`config.mk`:
```
export PLATFORM = sky130hd
export DESIGN_NAME = icache_assoc
export DESIGN_NICKNAME = d
export VERILOG_FILES = /design/src/rtl/icache_assoc.sv
export SDC_FILE = /design/constraint.sdc
export NUM_CORES = 2
export LEC_CHECK = 0
export ABC_AREA = 1
export ABC_CLOCK_PERIOD_IN_PS = 6700
export BUFFER_PORTS_ARGS = -buffer_cell sky130_fd_sc_hd__buf_4
export CAP_MARGIN = 25
export CORE_UTILIZATION = 25
export CTS_BUF_LIST = sky130_fd_sc_hd__clkbuf_4 sky130_fd_sc_hd__clkbuf_8
export DETAILED_ROUTE_END_ITERATION = 7
export GPL_TIMING_DRIVEN = 0
export PLACE_DENSITY = 0.41
export REMOVE_ABC_BUFFERS = 1
export SETUP_SLACK_MARGIN = 0.5
export SYNTH_ARGS = -nofsm -noshare
export SYNTH_HDL_FRONTEND = slang
export SYNTH_SLANG_ARGS = --single-unit
```
`constraint.sdc`:
```
create_clock -name CLK -period 6.7 [get_ports CLK]
set_input_delay 1.34 -clock CLK [delete_from_list [all_inputs] [get_ports CLK]]
set_output_delay 1.34 -clock CLK [all_outputs]
set_load 0.02 [all_outputs]
```
`src/rtl/icache_assoc.sv`:
```
// icache_assoc: set-associative instruction cache (1 or 2 ways, LRU) with
// multi-word blocks filled one word at a time from the memory controller,
// a synchronous flush and saturating hit/miss counters.
module icache_assoc #(
  parameter int SETS        = 16,
  parameter int WAYS        = 2,
  parameter int BLOCK_WORDS = 2
) (
  input  logic        CLK,
  input  logic        RST,
  input  logic        imemREN,
  input  logic [31:0] imemaddr,
  input  logic        flush,
  output logic        ihit,
  output logic [31:0] imemload,
  output logic        iREN,
  output logic [31:0] iaddr,
  input  logic        iwait,
  input  logic [31:0] iload,
  output logic [31:0] hit_count,
  output logic [31:0] miss_count
);

  localparam int OFF_W   = $clog2(BLOCK_WORDS);
  localparam int IDX_W   = $clog2(SETS);
  localparam int TAG_W   = 30 - OFF_W - IDX_W;
  localparam int CNT_W   = (OFF_W == 0) ? 1 : OFF_W;
  localparam int LINES   = WAYS * SETS;
  localparam int LINE_AW = $clog2(LINES);
  localparam int WORDS   = LINES * BLOCK_WORDS;
  localparam int WORD_AW = $clog2(WORDS);

  typedef enum logic {LOOKUP, FILL} state_t;

  state_t             state_q;
  logic [LINES-1:0]   valid_q;
  logic [TAG_W-1:0]   tag_q [LINES];
  logic [31:0]        data_q [WORDS];
  logic [SETS-1:0]    lru_q;
  logic [TAG_W-1:0]   fillTag_q;
  logic [IDX_W-1:0]   fillIdx_q;
  logic [CNT_W-1:0]   cnt_q;
  logic               victim_q;
  logic [31:0]        hitCount_q;
  logic [31:0]        missCount_q;

  logic [29:0]        wordAddr;
  logic [IDX_W-1:0]   reqIdx;
  logic [TAG_W-1:0]   reqTag;
  logic [CNT_W-1:0]   reqOff;
  logic               lookupHit;
  logic               hitWay;
  logic               victim;
  logic               lastWord;
  logic               fillAccept;
  logic [29:0]        fillWord;

  // Ways of one set sit SETS lines apart in the flat tag/valid storage.
  function automatic logic [LINE_AW-1:0] lineAddr(input logic way, input logic [IDX_W-1:0] idx);
    return LINE_AW'(32'(way) * 32'(SETS) + 32'(idx));
  endfunction

  // Words of one line are contiguous in the flat data storage.
  function automatic logic [WORD_AW-1:0] wordSlot(input logic [LINE_AW-1:0] line,
                                                  input logic [CNT_W-1:0] off);
    return WORD_AW'(32'(line) * 32'(BLOCK_WORDS) + (32'(off) & 32'(BLOCK_WORDS - 1)));
  endfunction

  assign wordAddr   = imemaddr[31:2];
  assign reqIdx     = IDX_W'(wordAddr >> OFF_W);
  assign reqTag     = TAG_W'(wordAddr >> (OFF_W + IDX_W));
  assign reqOff     = CNT_W'(wordAddr & 30'(BLOCK_WORDS - 1));
  assign lastWord   = (cnt_q == CNT_W'(BLOCK_WORDS - 1));
  assign fillAccept = (state_q == FILL) && !flush && !iwait;

  // Tag compare across all ways of the addressed set.
  always_comb begin
    lookupHit = 1'b0;
    hitWay    = 1'b0;
    for (int w = 0; w < WAYS; w++) begin
      if (valid_q[lineAddr(1'(w), reqIdx)] && (tag_q[lineAddr(1'(w), reqIdx)] == reqTag)) begin
        lookupHit = 1'b1;
        hitWay    = 1'(w);
      end
    end
  end

  // Victim choice: an empty way first (lowest number), otherwise the LRU way.
  always_comb begin
    victim = 1'b0;
    if (WAYS == 2) begin
      if (!valid_q[lineAddr(1'b0, reqIdx)])
        victim = 1'b0;
      else if (!valid_q[lineAddr(1'b1, reqIdx)])
        victim = 1'b1;
      else
        victim = lru_q[reqIdx];
    end
  end

  assign fillWord = (30'(fillTag_q) << (OFF_W + IDX_W))
                  | (30'(fillIdx_q) << OFF_W)
                  | 30'(32'(cnt_q) & 32'(BLOCK_WORDS - 1));

  assign ihit       = (state_q == LOOKUP) && imemREN && !flush && lookupHit;
  assign imemload   = ihit ? data_q[wordSlot(lineAddr(hitWay, reqIdx), reqOff)] : 32'd0;
  assign iREN       = (state_q == FILL);
  assign iaddr      = (state_q == FILL) ? {fillWord, 2'b00} : imemaddr;
  assign hit_count  = hitCount_q;
  assign miss_count = missCount_q;

  // Control FSM: lookup/fill sequencing, valid and LRU bookkeeping, counters.
  always_ff @(posedge CLK or posedge RST) begin
    if (RST) begin
      state_q     <= LOOKUP;
      valid_q     <= '0;
      lru_q       <= '0;
      fillTag_q   <= '0;
      fillIdx_q   <= '0;
      cnt_q       <= '0;
      victim_q    <= 1'b0;
      hitCount_q  <= '0;
      missCount_q <= '0;
    end else begin
      if (flush) begin
        valid_q <= '0;
        lru_q   <= '0;
      end
      case (state_q)
        LOOKUP: begin
          if (!flush && imemREN) begin
            if (lookupHit) begin
              if (WAYS == 2) lru_q[reqIdx] <= ~hitWay;
              if (hitCount_q != 32'hFFFF_FFFF) hitCount_q <= hitCount_q + 32'd1;
            end else begin
              fillTag_q <= reqTag;
              fillIdx_q <= reqIdx;
              victim_q  <= victim;
              cnt_q     <= '0;
              valid_q[lineAddr(victim, reqIdx)] <= 1'b0;
              if (missCount_q != 32'hFFFF_FFFF) missCount_q <= missCount_q + 32'd1;
              state_q   <= FILL;
            end
          end
        end
        FILL: begin
          if (flush) begin
            state_q <= LOOKUP;
          end else if (!iwait) begin
            if (lastWord) begin
              valid_q[lineAddr(victim_q, fillIdx_q)] <= 1'b1;
              if (WAYS == 2) lru_q[fillIdx_q] <= ~victim_q;
              state_q <= LOOKUP;
            end else begin
              cnt_q <= cnt_q + 1'b1;
            end
          end
        end
        default: state_q <= LOOKUP;
      endcase
    end
  end

  // Line storage: each accepted fill word lands in the victim line; tag goes in with the last word.
  always_ff @(posedge CLK) begin
    if (fillAccept) begin
      data_q[wordSlot(lineAddr(victim_q, fillIdx_q), cnt_q)] <= iload;
      if (lastWord) tag_q[lineAddr(victim_q, fillIdx_q)] <= fillTag_q;
    end
  end

endmodule
```
==> run summary <==
run status -> finished, final reports clean
P_leak -> 52.4 nW
CTS tree -> done
Internal -> 30.7 mW
Slew Limit Headroom -> 28.8%
CP Class -> primary input to output pin
final clock skew -> 0.0829 ns
Clk pwr share -> 40.7%
wire length of the first global-routing pass -> 621000 um
Worst setup SP type -> primary input
Worst Path Required -> 5.36 ns
Avg WL per Cell -> 25.7 um
top-count cell post-synth -> nand2_1
DRT Pass-1 Iters -> 7
design area -> 0.149 mm2
Worst Hold Slack -> 0.236 ns
Mapped Avg Cell Area -> 12.1 um2
Area growth syn-to-layout -> 23.2%
pre-CTS setup slack -> -2.57 ns
initial antenna violation count -> 23
Tmin final -> 6.19 ns
overall die height -> 699 um
final hold vios -> 0
remaining routing DRC violations -> 0
mux cell area share after synthesis -> 0%
library cells used by synthesis -> 45
crit path cell chain -> buf_16 -> buf_16 -> buf_16 -> nor2_4 -> buf_4 -> buf_16 -> buf_16 -> buf_16 -> buf_12 -> buf_12 -> a31oi_1 -> a21oi_1 -> nor2_1 -> nor3b_4 -> o21ai_0 -> nor2_1 -> buf_4
vias in the first global route -> 81900
placer congestion estimate -> 0.835
Seq pwr share -> 51.3%
Arr. time, crit path -> 4.85 ns
total CTS buffers -> 529
Primary FF master, synth -> edfxtp_1
Die Wd -> 699 um
Power, Total -> 40.9 mW
setup slack after layout -> 0.511 ns
Comb pwr share -> 8.0%
post-route insts no fill -> 17400
I/O Buffers -> 198
fraction of the mapped netlist area in compound gates -> 8.50%
Yosys warning count -> 0
simple-gate share of the synthesized area -> 15.0%
Synth Area in Adders -> 0.0206%
post-synth top area share -> 70.5%
GRT Resource Usage Total -> 17.6%
vias per std cell -> 4.79
initial drt markers -> 7710
RSZ-0062 raised after global routing -> false
clk sink count -> 2992
Sw Share -> 25.0%
die area -> 0.488 mm2
register area share after synthesis -> 73.5%
DP HPWL -> 247000 um
placed cell count -> 16300
Worst R2R Start -> iREN
xor/xnor share of the synthesized area -> 0.433%
largest net degree at the start of global routing -> 138
Critical Path End Type -> output pin
slew at the pin closest to its max-slew limit -> 1.07 ns
cell taking the most area after synthesis -> edfxtp_1
crit share post-route -> 92.4%
final setup vio count -> 0
Mapped Cells -> 10100
Routed Antenna Nets -> 0
ys async rst share -> 4.81%
area of the multi-input gates -> 0.0307 mm2
Psw -> 10.2 mW
Initial Util -> 25.1%
type of the tightest min-delay check -> primary input to async pin
Post-DP Area -> 0.135 mm2
htree depth -> 6
VDD IR max -> 0.211 mV
FILL cells -> 48000
fin nets -> 10700
hold_buf cts -> 0
cell seen most often among critical-path stages -> buf_16
clock buffer depth -> 4
layout cells sized above 1 -> 15.3%
Clock Latency Late Sink -> 1.19 ns
Max stage delay on crit path -> 0.42 ns
largest family of logic cells by synthesized area -> simple AND/OR/NAND/NOR gates
Mapped Area -> 0.121 mm2
synthesized flop and latch total -> 2992
Max-Cap Viols -> 0
Vias -> 83300
Worst Path Max Fanout -> 29
final WL -> 448000 um
Boundary Pins -> 199
Area contributors post-synth -> edfxtp_1 (71%), nand2_1 (11%), a21oi_1 (3.0%)
Clock transition at path regs -> 0.07 ns
Root Driver -> clkbuf_8
Final Max Tran Viols -> 0
slowest stage cell, crit path -> nor3b_4
Fmax -> 0.162 GHz
number of synthesized flops with an enable pin -> 2848
synth cell count leaders -> nand2_1 (3702), edfxtp_1 (2848), a21oi_1 (722)
grt total ovfl -> 0
pwr dens -> 274 mW/mm2
core area -> 0.483 mm2
Critical Path Source -> imemaddr[3]
Reg area -> 0.0891 mm2
standard-cell row count -> 255
==> per-stage QoR <==
step,TNS [ns],utilization (%)
4_1_cts,0,30.7
2_1_floorplan,-623.61,-
3_3_place_gp,-,26.6
3_5_place_dp,-181.44,28.0
5_1_grt,0,30.9
6_report,0,30.9
==> metal layers <==
layer	share of wire (%)	up-vias	GRT usage [%]
li1	-	37100	-
met1	44	42600	23.8
met5	0.015	-	0
met3	6.1	682	2.77
met2	47	2900	29.0
met4	3.0	10	5.44
==> worst max-delay path: cells and delay by family <==
family          cells  cell delay [ns]
compound gates      3             0.47
buf+inv            10             1.82
simple gates        4             1.04
==> final cells by class <==
class,count,share of cell area (%)
antenna,7,0.0117
sequential,2992,59.7
timing repair buffer,593,7.09
clock inverter,176,0.698
tap,6425,5.38
timing repair inverter,6,0.0352
multi-input combinational,6287,20.5
clock buffer,741,6.06
inverter,181,0.536
==> cell usage in the layout, fill, tap and decap left out, types with 49 or more instances in the layout <==
master	synthesis	routed
nand4_1	124	124
nor2_4	3	112
inv_1	171	164
clkbuf_4	0	184
bufbuf_16	0	50
a21oi_1	722	722
buf_12	0	144
buf_16	0	141
o21ai_0	204	178
clkinv_1	3	105
clkbuf_8	0	557
a31oi_1	70	53
a221oi_1	130	115
nand3_1	185	172
nand2_1	3702	3686
buf_4	8	235
a32o_1	313	313
nor2_1	544	403
dfrtp_1	144	143
xor2_1	49	49
edfxtp_1	2848	2848
==> final timing paths <==
check / endpoint / slack (ns) / depth (start not counted)
max in group asynchronous: iREN / 5.50 / 3
max reg2reg: data_q[62][7] / 1.19 / 10
min: hit_count[29] / 0.24 / 2
max: imemload[12] / 0.51 / 17
min reg2reg: valid_q[23] / 0.49 / 2
min in group CLK: valid_q[23] / 0.49 / 2
==> timing repair <==
item | 4_1_cts | 5_1_grt
setup endpoints to repair | 99 | 33
cloned | 70 | 11
pin swaps | 14 | 13
buffers inserted | 36 | 17
gates resized for setup | 180 | 60
==> cell families (layout without fill, tap and decap cells) <==
kind of cell | count (synthesis) | in the layout
other cells | 0 | 7
flops | 2992 | 2992
compound gates | 1589 | 1589
fa+ha+maj | 2 | 2
simple gates | 4635 | 4636
buf+inv | 781 | 1697
xor+xnor | 60 | 60
==> power by group through the flow <==
stage / registers [mW] / logic [mW] / clock network, mW
global placement: 21.5 / 2.63 / 0
CTS: 21.1 / 3.00 / 17.1
global route: 21.0 / 3.50 / 17.9
detailed placement: 21.5 / 2.64 / 0
finish: 21.0 / 3.29 / 16.7
floorplan: 21.4 / 1.26 / 0
==> state kept, by name, summed over array words and instances (netlist names) <==
register,count
fillIdx_q,4
miss_count,32
fillTag_q,25
lru_q,16
valid_q,32
data_q,2048
tag_q,800
iREN,1
victim_q,1
cnt_q,1
hit_count,32
Note: power is estimated with default switching activity, not from simulation.
